<file path="config.mk">
export PLATFORM = sky130hd
export DESIGN_NAME = ifetch_line_reader_flat
export DESIGN_NICKNAME = d
export VERILOG_FILES = /design/src/rtl/ifetch_line_reader_if.sv /design/src/rtl/ifetch_line_reader.sv /design/src/flat_wrapper.sv
export SDC_FILE = /design/constraint.sdc
export NUM_CORES = 1
export LEC_CHECK = 0
export CORE_ASPECT_RATIO = 0.75
export CORE_UTILIZATION = 45
export DETAILED_ROUTE_END_ITERATION = 10
export PLACE_DENSITY = 0.7
export SLEW_MARGIN = 10
export SYNTH_ARGS = -nofsm -noshare
export SYNTH_HDL_FRONTEND = slang
export SYNTH_SLANG_ARGS = --single-unit
export TNS_END_PERCENT = 10
</file>
<file path="constraint.sdc">
create_clock -name clk_i -period 9.4 [get_ports clk_i]
set_clock_uncertainty 0.1 [all_clocks]
set_input_delay 1.41 -clock clk_i [delete_from_list [all_inputs] [get_ports clk_i]]
set_output_delay 1.41 -clock clk_i [all_outputs]
set_load 0.05 [all_outputs]
</file>
<file path="src/rtl/ifetch_line_reader_if.sv">
// Bus bundle for the instruction-fetch line reader: the core-side fetch
// handshake (req/gnt/rvalid) and the wide RAM read port it drives.
interface ifetch_line_reader_if #(
  parameter int ADDR_WIDTH = 8,
  parameter int LINE_WIDTH = 128
);
  // Core instruction port
  logic                  instr_req_i;
  logic [31:0]           instr_addr_i;
  logic                  instr_gnt_o;
  logic                  instr_rvalid_o;
  logic [31:0]           instr_rdata_o;
  // RAM port A (read-only from this block's point of view)
  logic                  mem_en_o;
  logic [ADDR_WIDTH-1:0] mem_addr_o;
  logic [LINE_WIDTH-1:0] mem_rdata_i;

  // The line reader itself
  modport slave (
    input  instr_req_i, instr_addr_i, mem_rdata_i,
    output instr_gnt_o, instr_rvalid_o, instr_rdata_o, mem_en_o, mem_addr_o
  );

  // The surrounding core / RAM
  modport master (
    output instr_req_i, instr_addr_i, mem_rdata_i,
    input  instr_gnt_o, instr_rvalid_o, instr_rdata_o, mem_en_o, mem_addr_o
  );
endinterface

</file>
<file path="src/rtl/ifetch_line_reader.sv">
// Instruction-fetch line reader: two fully associative line buffers with LRU
// replacement. Hits are granted in the request cycle; misses issue one
// line read, fill a buffer the following cycle and then hit.
module ifetch_line_reader #(
  parameter int ADDR_WIDTH = 8,
  parameter int LINE_WIDTH = 128
) (
  input  logic              clk_i,
  input  logic              rst_i,
  input  logic              flush_i,
  ifetch_line_reader_if.slave bus
);

  localparam int LINE_OFF = $clog2(LINE_WIDTH / 8);
  localparam int TAG_W    = ADDR_WIDTH - LINE_OFF;
  localparam int WORDS    = LINE_WIDTH / 32;
  localparam int WSEL_W   = (WORDS > 1) ? $clog2(WORDS) : 1;

  typedef enum logic {IDLE, FILL} state_t;

  state_t                state_reg, state_next;
  logic [1:0]            valid_reg;
  logic [TAG_W-1:0]      tag_reg  [2];
  logic [LINE_WIDTH-1:0] line_reg [2];
  logic                  lru_reg;
  logic [TAG_W-1:0]      fill_tag_reg;
  logic                  rvalid_reg;
  logic [31:0]           rdata_reg;

  logic [TAG_W-1:0]      req_tag;
  logic [WSEL_W-1:0]     word_sel;
  logic [1:0]            match;
  logic                  hit_idx;
  logic                  victim;
  logic                  fill_we;
  logic [31:0]           line_words [WORDS];

  logic                  gnt;
  logic                  mem_en;
  logic [ADDR_WIDTH-1:0] mem_addr;

  assign req_tag = bus.instr_addr_i[ADDR_WIDTH-1:LINE_OFF];

  generate
    if (WORDS > 1) begin : g_wsel
      assign word_sel = bus.instr_addr_i[LINE_OFF-1:2];
    end else begin : g_wsel_single
      assign word_sel = '0;
    end
  endgenerate

  // Address bits that never influence the lookup
  generate
    if (ADDR_WIDTH < 32) begin : g_unused_hi
      logic unused_addr_bits;
      assign unused_addr_bits = ^{bus.instr_addr_i[31:ADDR_WIDTH], bus.instr_addr_i[1:0]};
    end else begin : g_unused_lo
      logic unused_addr_bits;
      assign unused_addr_bits = ^bus.instr_addr_i[1:0];
    end
  endgenerate

  // Per-entry tag compare; a line is never resident twice, so at most one bit is set
  genvar gi;
  generate
    for (gi = 0; gi < 2; gi++) begin : g_match
      assign match[gi] = valid_reg[gi] && (tag_reg[gi] == req_tag);
    end
  endgenerate

  assign hit_idx = match[1];

  // Split the hitting line into 32-bit words for the word-select mux
  generate
    for (gi = 0; gi < WORDS; gi++) begin : g_words
      assign line_words[gi] = line_reg[hit_idx][gi*32 +: 32];
    end
  endgenerate

  // Victim: first invalid entry, otherwise the least recently used one
  always_comb begin
    victim = lru_reg;
    if (!valid_reg[0]) begin
      victim = 1'b0;
    end else if (!valid_reg[1]) begin
      victim = 1'b1;
    end
  end

  // A fill is discarded when flushed or reset in the same cycle
  assign fill_we = (state_reg == FILL) && !flush_i && !rst_i;

  // Next-state and combinational handshake outputs
  always_comb begin
    state_next = state_reg;
    gnt        = 1'b0;
    mem_en     = 1'b0;
    mem_addr   = '0;
    case (state_reg)
      IDLE: begin
        if (bus.instr_req_i && !flush_i) begin
          if (|match) begin
            gnt = 1'b1;
          end else begin
            mem_en     = 1'b1;
            mem_addr   = {req_tag, {LINE_OFF{1'b0}}};
            state_next = FILL;
          end
        end
      end
      FILL: begin
        state_next = IDLE;
      end
      default: begin
        state_next = IDLE;
      end
    endcase
  end

  // State register
  always_ff @(posedge clk_i) begin
    if (rst_i) begin
      state_reg <= IDLE;
    end else begin
      state_reg <= state_next;
    end
  end

  // Entry bookkeeping: valid bits, LRU pointer and the tag of the pending fill
  always_ff @(posedge clk_i) begin
    if (rst_i) begin
      valid_reg    <= '0;
      lru_reg      <= 1'b0;
      fill_tag_reg <= '0;
    end else begin
      if (mem_en) begin
        fill_tag_reg <= req_tag;
      end
      if (fill_we) begin
        valid_reg[victim] <= 1'b1;
        lru_reg           <= ~victim;
      end else if (gnt) begin
        lru_reg <= ~hit_idx;
      end
      // Flush wins over a same-cycle fill
      if (flush_i) begin
        valid_reg <= '0;
      end
    end
  end

  // Line and tag storage; contents only matter while the entry is valid
  always_ff @(posedge clk_i) begin
    if (fill_we) begin
      line_reg[victim] <= bus.mem_rdata_i;
      tag_reg[victim]  <= fill_tag_reg;
    end
  end

  // Response: one rvalid pulse per grant, data held until the next grant
  always_ff @(posedge clk_i) begin
    if (rst_i) begin
      rvalid_reg <= 1'b0;
      rdata_reg  <= '0;
    end else begin
      rvalid_reg <= gnt;
      if (gnt) begin
        rdata_reg <= line_words[word_sel];
      end
    end
  end

  assign bus.instr_gnt_o    = gnt;
  assign bus.instr_rvalid_o = rvalid_reg;
  assign bus.instr_rdata_o  = rdata_reg;
  assign bus.mem_en_o       = mem_en;
  assign bus.mem_addr_o     = mem_addr;

endmodule

</file>
<file path="src/flat_wrapper.sv">
// flat-port wrapper written by rule: the top's interface ports become plain ports
module ifetch_line_reader_flat 
#(
  parameter int ADDR_WIDTH = 8,
  parameter int LINE_WIDTH = 128
)
  (clk_i, rst_i, flush_i, bus_instr_req_i, bus_instr_addr_i, bus_mem_rdata_i, bus_instr_gnt_o, bus_instr_rvalid_o, bus_instr_rdata_o, bus_mem_en_o, bus_mem_addr_o);
  ifetch_line_reader_if #(.ADDR_WIDTH(ADDR_WIDTH), .LINE_WIDTH(LINE_WIDTH)) bus_i ();
  input  logic clk_i;
  input  logic rst_i;
  input  logic flush_i;
  input wire logic [$bits(bus_i.instr_req_i)-1:0] bus_instr_req_i;
  input wire logic [$bits(bus_i.instr_addr_i)-1:0] bus_instr_addr_i;
  input wire logic [$bits(bus_i.mem_rdata_i)-1:0] bus_mem_rdata_i;
  output wire logic [$bits(bus_i.instr_gnt_o)-1:0] bus_instr_gnt_o;
  output wire logic [$bits(bus_i.instr_rvalid_o)-1:0] bus_instr_rvalid_o;
  output wire logic [$bits(bus_i.instr_rdata_o)-1:0] bus_instr_rdata_o;
  output wire logic [$bits(bus_i.mem_en_o)-1:0] bus_mem_en_o;
  output wire logic [$bits(bus_i.mem_addr_o)-1:0] bus_mem_addr_o;
  assign bus_i.instr_req_i = bus_instr_req_i;
  assign bus_i.instr_addr_i = bus_instr_addr_i;
  assign bus_i.mem_rdata_i = bus_mem_rdata_i;
  assign bus_instr_gnt_o = bus_i.instr_gnt_o;
  assign bus_instr_rvalid_o = bus_i.instr_rvalid_o;
  assign bus_instr_rdata_o = bus_i.instr_rdata_o;
  assign bus_mem_en_o = bus_i.mem_en_o;
  assign bus_mem_addr_o = bus_i.mem_addr_o;
  ifetch_line_reader #(.ADDR_WIDTH(ADDR_WIDTH), .LINE_WIDTH(LINE_WIDTH)) u_core (.clk_i(clk_i), .rst_i(rst_i), .flush_i(flush_i), .bus(bus_i));
endmodule
</file>
==> results of run 1 <==
## final timing paths
kind / from / end / slack [ns]
max: bus_instr_addr_i[6] / bus_instr_gnt_o / 3.60
min: u_core.fill_tag_reg[1] / u_core.tag_reg[1][1] / 0.36
max reg2reg: u_core.valid_reg[1] / u_core.line_reg[0][116] / 6.18
min reg2reg: u_core.fill_tag_reg[1] / u_core.tag_reg[1][1] / 0.36
## Yosys cell counts, types with 4 or more instances
| library cell | instances | area [µm²] |
|---|---|---|
| and2_1 | 4 | 25.0 |
| buf_2 | 8 | 40.0 |
| buf_4 | 4 | 30.0 |
| buf_6 | 5 | 56.3 |
| clkbuf_1 | 10 | 37.5 |
| dfxtp_1 | 41 | 821 |
| edfxtp_1 | 264 | 7930 |
| inv_1 | 36 | 135 |
| mux2i_1 | 4 | 40.0 |
| mux4_2 | 64 | 1440 |
| nand2_1 | 66 | 248 |
| nor2_1 | 8 | 30.0 |
| o211ai_1 | 32 | 240 |
| xor2_1 | 6 | 52.6 |
## layout make-up
type                       count  area [µm²]
fill                        1809        9960
sequential                   305        8750
multi-input combinational    209        2300
timing repair buffer         183        1810
clock buffer                  45         878
tap                          331         414
inverter                      36         138
clock inverter                11        97.6
## routing by layer
| metal | vias to the layer above | wire (µm) | global-route usage |
|---|---|---|---|
| met4 | 6 | 355 | 0.0361 |
| met3 | 32 | 1710 | 0.0468 |
| met5 | - | 41 | 0 |
| li1 | 2630 | - | - |
| met1 | 2894 | 9810 | 0.249 |
| met2 | 208 | 10400 | 0.280 |
## cell usage in the layout, fill, tap and decap left out, types with 7 or more instances in the layout
master,n
o211ai_1,32
buf_4,7
nor2_1,7
inv_1,35
clkbuf_16,31
clkdlybuf4s50_1,175
edfxtp_1,264
mux4_2,64
dfxtp_1,41
nand2_1,66
clkbuf_1,9
## power breakdown
group	switching, mW	total, mW	internal (mW)
Combinational	0.0461	0.112	0.0661
Sequential	0.00255	1.48	1.48
Clock	0.468	1.16	0.695
## logic make-up (layout without fill, tap and decap cells)
| kind of cell | Yosys count | count (layout) | share of synthesized area |
|---|---|---|---|
| flops | 305 | 305 | 0.772 |
| simple gates | 89 | 89 | 0.0340 |
| other cells | 1 | 4 | 0.000331 |
| mux | 68 | 68 | 0.131 |
| buf+inv | 64 | 275 | 0.0267 |
| xor+xnor | 8 | 8 | 0.00619 |
| compound gates | 40 | 40 | 0.0295 |
## metrics by stage
step                hold slack (ns)  utilization  cell area (µm²)
CTS                           0.360        0.591            14400
finish                        0.365        0.591            14400
detailed placement            0.349        0.551            13400
floorplan                     0.325            -            11300
global placement              0.336        0.551            13400
global route                  0.384        0.591            14400
==> qor.yml, run 1 <==
largest_reg_flops: 256
cts_max_path_buffers: 3
nets: 929
dp_hpwl_um: 13600
crit_family: "buffers and inverters"
area_delta_synth_final_pct: 27.0
antenna_found_initial: 3
cts.sinks: 305
io_buffers: 176
worst_pin_slew_ns: 0.996
synthFlopType: "edfxtp_1"
worst_setup_path_end_kind: "output port"
ir_drop_mv: 0.174
track_usage: 0.177
synth_cell_types: 30
layoutNonFillerInstCount: 1120
layout_setup_ws_ns: 3.60
root_buffer: "clkbuf_16"
drive_gt1_frac: 0.153
grt_overflow: 0
crit_buf_inv: 3
maxCapViolCount: 0
arrival_ns: 4.29
die_area_mm2: 0.0258
pre_cts_slack_ns: 3.52
critPathLaunchType: "input pin"
core_mm2: 0.0243
reg2regPathDepth: 5
die_y_um: 139
ys_seq_area_frac: 0.772
cts_hold_buf: 0
synth_edf_count: 264
whs_path_depth: 0
slew_viol_final: 0
slew_headroom: 0.336
cts_htree_levels: 1
boundaryPins: 207
first_global_vias: 6225
power.leakage_nw: 4.58
synthCells: 575
start_util: 0.465
crit_top_cell: "clkdlybuf4s50_1"
synth_seq_cells: 305
vias: 5770
viasPerCell: 5.15
post_cts_buffers: 0
min_path_type: "reg2reg"
yosysWarningCount: 0
dr.pass1.iters: 5
numCtsBuffers: 30
critical_path_depth: 7
period_minus_slack_ns: 5.80
finalWeightedCongestion: 0.782
cts_tree: "built"
clk_pin_slew_ns: 0.06
synthArstFlopShare: 0
power.density_mw_per_mm2: 192
cp_slowest_stage_delay_ns: 0.80
min_period_over_period: 0.617
synth_area_mm2: 0.0113
power_mw: 2.75
crit_required_ns: 7.89
grt_pass1_wl_um: 34500
drc: 0
grt_max_degree: 68
status: "completed"
synth_area_per_cell_um2: 19.7
n_antenna_cell: 0
fp.dieW_um: 185
path_class: "in2out"
setup_violations: 0
hold_violations: 0
rsz0062_at_grt: "false"
fmax_mhz: 173
drtIter0Drc: 460
wirelength_um: 22300
fin_setup_tns_ns: 0
wire_per_inst_um: 19.9
num_rows: 49
clk_latency_ns: 0.54
antenna_left: 0
cp_slowest_cell: "clkdlybuf4s50_1"
dpl.cell_count: 1064
crit_chain: "clkdlybuf4s50_1 -> xor2_1 -> nor3_2 -> nand3_4 -> a21o_1 -> inv_1 -> clkdlybuf4s50_1"
cts-resized-gates: 0
crit_fanout: 34
Note: power is estimated with default switching activity, not from simulation.
==> run 2: changes to the inputs <==
Clock period 9.4 ns to 5.7 ns, I/O delays scaled along.
==> qor.yml, run 2 (synthesis gave the netlist of run 1 again) <==
hold_violations: 0
p_switching_uw: 865
clk_pin_slew_ns: 0.06
crit_fanout: 9
die_y_um: 139
reg2regPathDepth: 8
wire_per_inst_um: 20.4
seq_power_share: 0.535
finalWeightedCongestion: 0.727
min_path_type: "reg2reg"
io_buffers: 176
largest_reg_flops: 256
n_fill_cell: 1787
fmax_mhz: 226
boundaryPins: 207
grtUsageMet2: 0.294
clk_latency_ns: 0.53
root_buffer: "clkbuf_16"
track_usage: 0.181
area_delta_synth_final_pct: 27.3
grt_overflow: 0
cts_hold_buf: 0
grt_max_degree: 68
drc: 0
critical_path_depth: 7
fin_setup_tns_ns: 0
pre_cts_slack_ns: 1.26
dr.pass1.iters: 4
vias: 5745
die_area_mm2: 0.0258
cts-resized-gates: 0
first_global_vias: 6295
ir_drop_mv: 0.261
final_cell_mix: "edfxtp_1 (264), clkdlybuf4s50_1 (175), nand2_1 (66), mux4_2 (64), dfxtp_1 (41)"
maxCapViolCount: 0
layout_commonest_cell: "edfxtp_1"
cts_tree: "built"
post_cts_buffers: 0
nets: 930
start_util: 0.465
worst_pin_slew_ns: 0.986
viasPerCell: 5.12
drtIter0Drc: 347
path_class: "in2out"
crit_required_ns: 4.74
core_mm2: 0.0243
crit_buf_inv: 2
gr-max-usage-layer: "met2"
cp_slowest_stage_delay_ns: 0.80
slew_headroom: 0.343
power.density_mw_per_mm2: 316
cts.sinks: 305
met3_usage: 0.0568
status: "completed"
rsz0062_at_grt: "false"
num_rows: 49
min_period_over_period: 0.776
wirelength_um: 22800
antenna_left: 0
grt_pass1_wl_um: 35400
p_int_mw: 3.70
setup_violations: 0
clkPwrFrac: 0.424
sw_frac_of_total: 0.190
whs_path_depth: 0
power.leakage_nw: 4.58
worst_setup_path_end_kind: "output port"
crit_chain: "clkdlybuf4s50_1 -> xor2_1 -> nor3_2 -> and3_1 -> nor3_2 -> and2_1 -> clkdlybuf4s50_1"
met1_usage: 0.244
drive_gt1_frac: 0.160
layout_setup_ws_ns: 1.28
fp.dieW_um: 185
cts_htree_levels: 1
dp_hpwl_um: 14300
power_frac_comb: 0.041
critPathLaunchType: "input pin"
slew_viol_final: 0
numCtsBuffers: 29
cp_slowest_cell: "clkdlybuf4s50_1"
period_minus_slack_ns: 4.42
utilization: 0.592
arrival_ns: 3.47
antenna_found_initial: 2
cts_max_path_buffers: 3
crit_family: "buffers and inverters"
-- run 2: changes by cell type in the layout (fill, tap and decap cells not counted), sizes merged --
cell      change
clkinvlp      +2
clkinv        -1
buf           +2
clkbuf        -7
bufinv        +2
diode         +3
-- run 2: layout make-up --
cell class / count / area, µm² / share of cell area
clock buffer: 38 / 790 / 0.0548
multi-input combinational: 209 / 2300 / 0.159
antenna: 3 / 7.51 / 0.000521
clock inverter: 14 / 173 / 0.0120
sequential: 305 / 8750 / 0.607
tap: 331 / 414 / 0.0287
inverter: 36 / 138 / 0.00955
timing repair buffer: 185 / 1850 / 0.128
-- run 2: final timing paths --
kind,endpoint,slack [ns],start
max,bus_mem_addr_o[5],1.28,bus_instr_addr_i[7]
min,u_core.tag_reg[1][2],0.36,u_core.fill_tag_reg[2]
min reg2reg,u_core.tag_reg[1][2],0.36,u_core.fill_tag_reg[2]
max reg2reg,u_core.bus.instr_rdata_o[4],2.60,u_core.tag_reg[1][0]
-- run 2: power by group through the flow --
stage,registers (mW),clock network [mW],logic (mW)
floorplan,2.49,0,0.0597
global placement,2.49,0,0.179
detailed placement,2.49,0,0.186
CTS,2.44,1.98,0.188
global route,2.44,2.06,0.199
finish,2.44,1.93,0.186
-- run 2: per-layer routing --
layer,routed length [µm],up-vias
li1,-,2641
met1,9690,2896
met2,10900,175
met3,1870,31
met4,380,2
met5,12,-
-- run 2: worst register-to-register path, delay by kind of cell, from the launching register on --
| kind | cells | cell delay, ns |
|---|---|---|
| AOI/OAI and AO/OA | 1 | 0.08 |
| DFF | 1 | 0.39 |
| buffers and inverters | 2 | 1.28 |
| muxes | 1 | 0.65 |
| xor gates and xnor gates | 1 | 0.18 |
| and+or+nand+nor | 3 | 0.27 |
-- run 2: metrics by stage --
step	area (µm²)	hold WS [ns]	power [mW]	cells
2_1_floorplan	11300	0.325	2.55	578
3_3_place_gp	13400	0.329	2.67	1066
3_5_place_dp	13400	0.345	2.67	1066
4_1_cts	14400	0.359	4.61	1118
5_1_grt	14400	0.367	4.70	1118
6_report	14400	0.358	4.56	1121
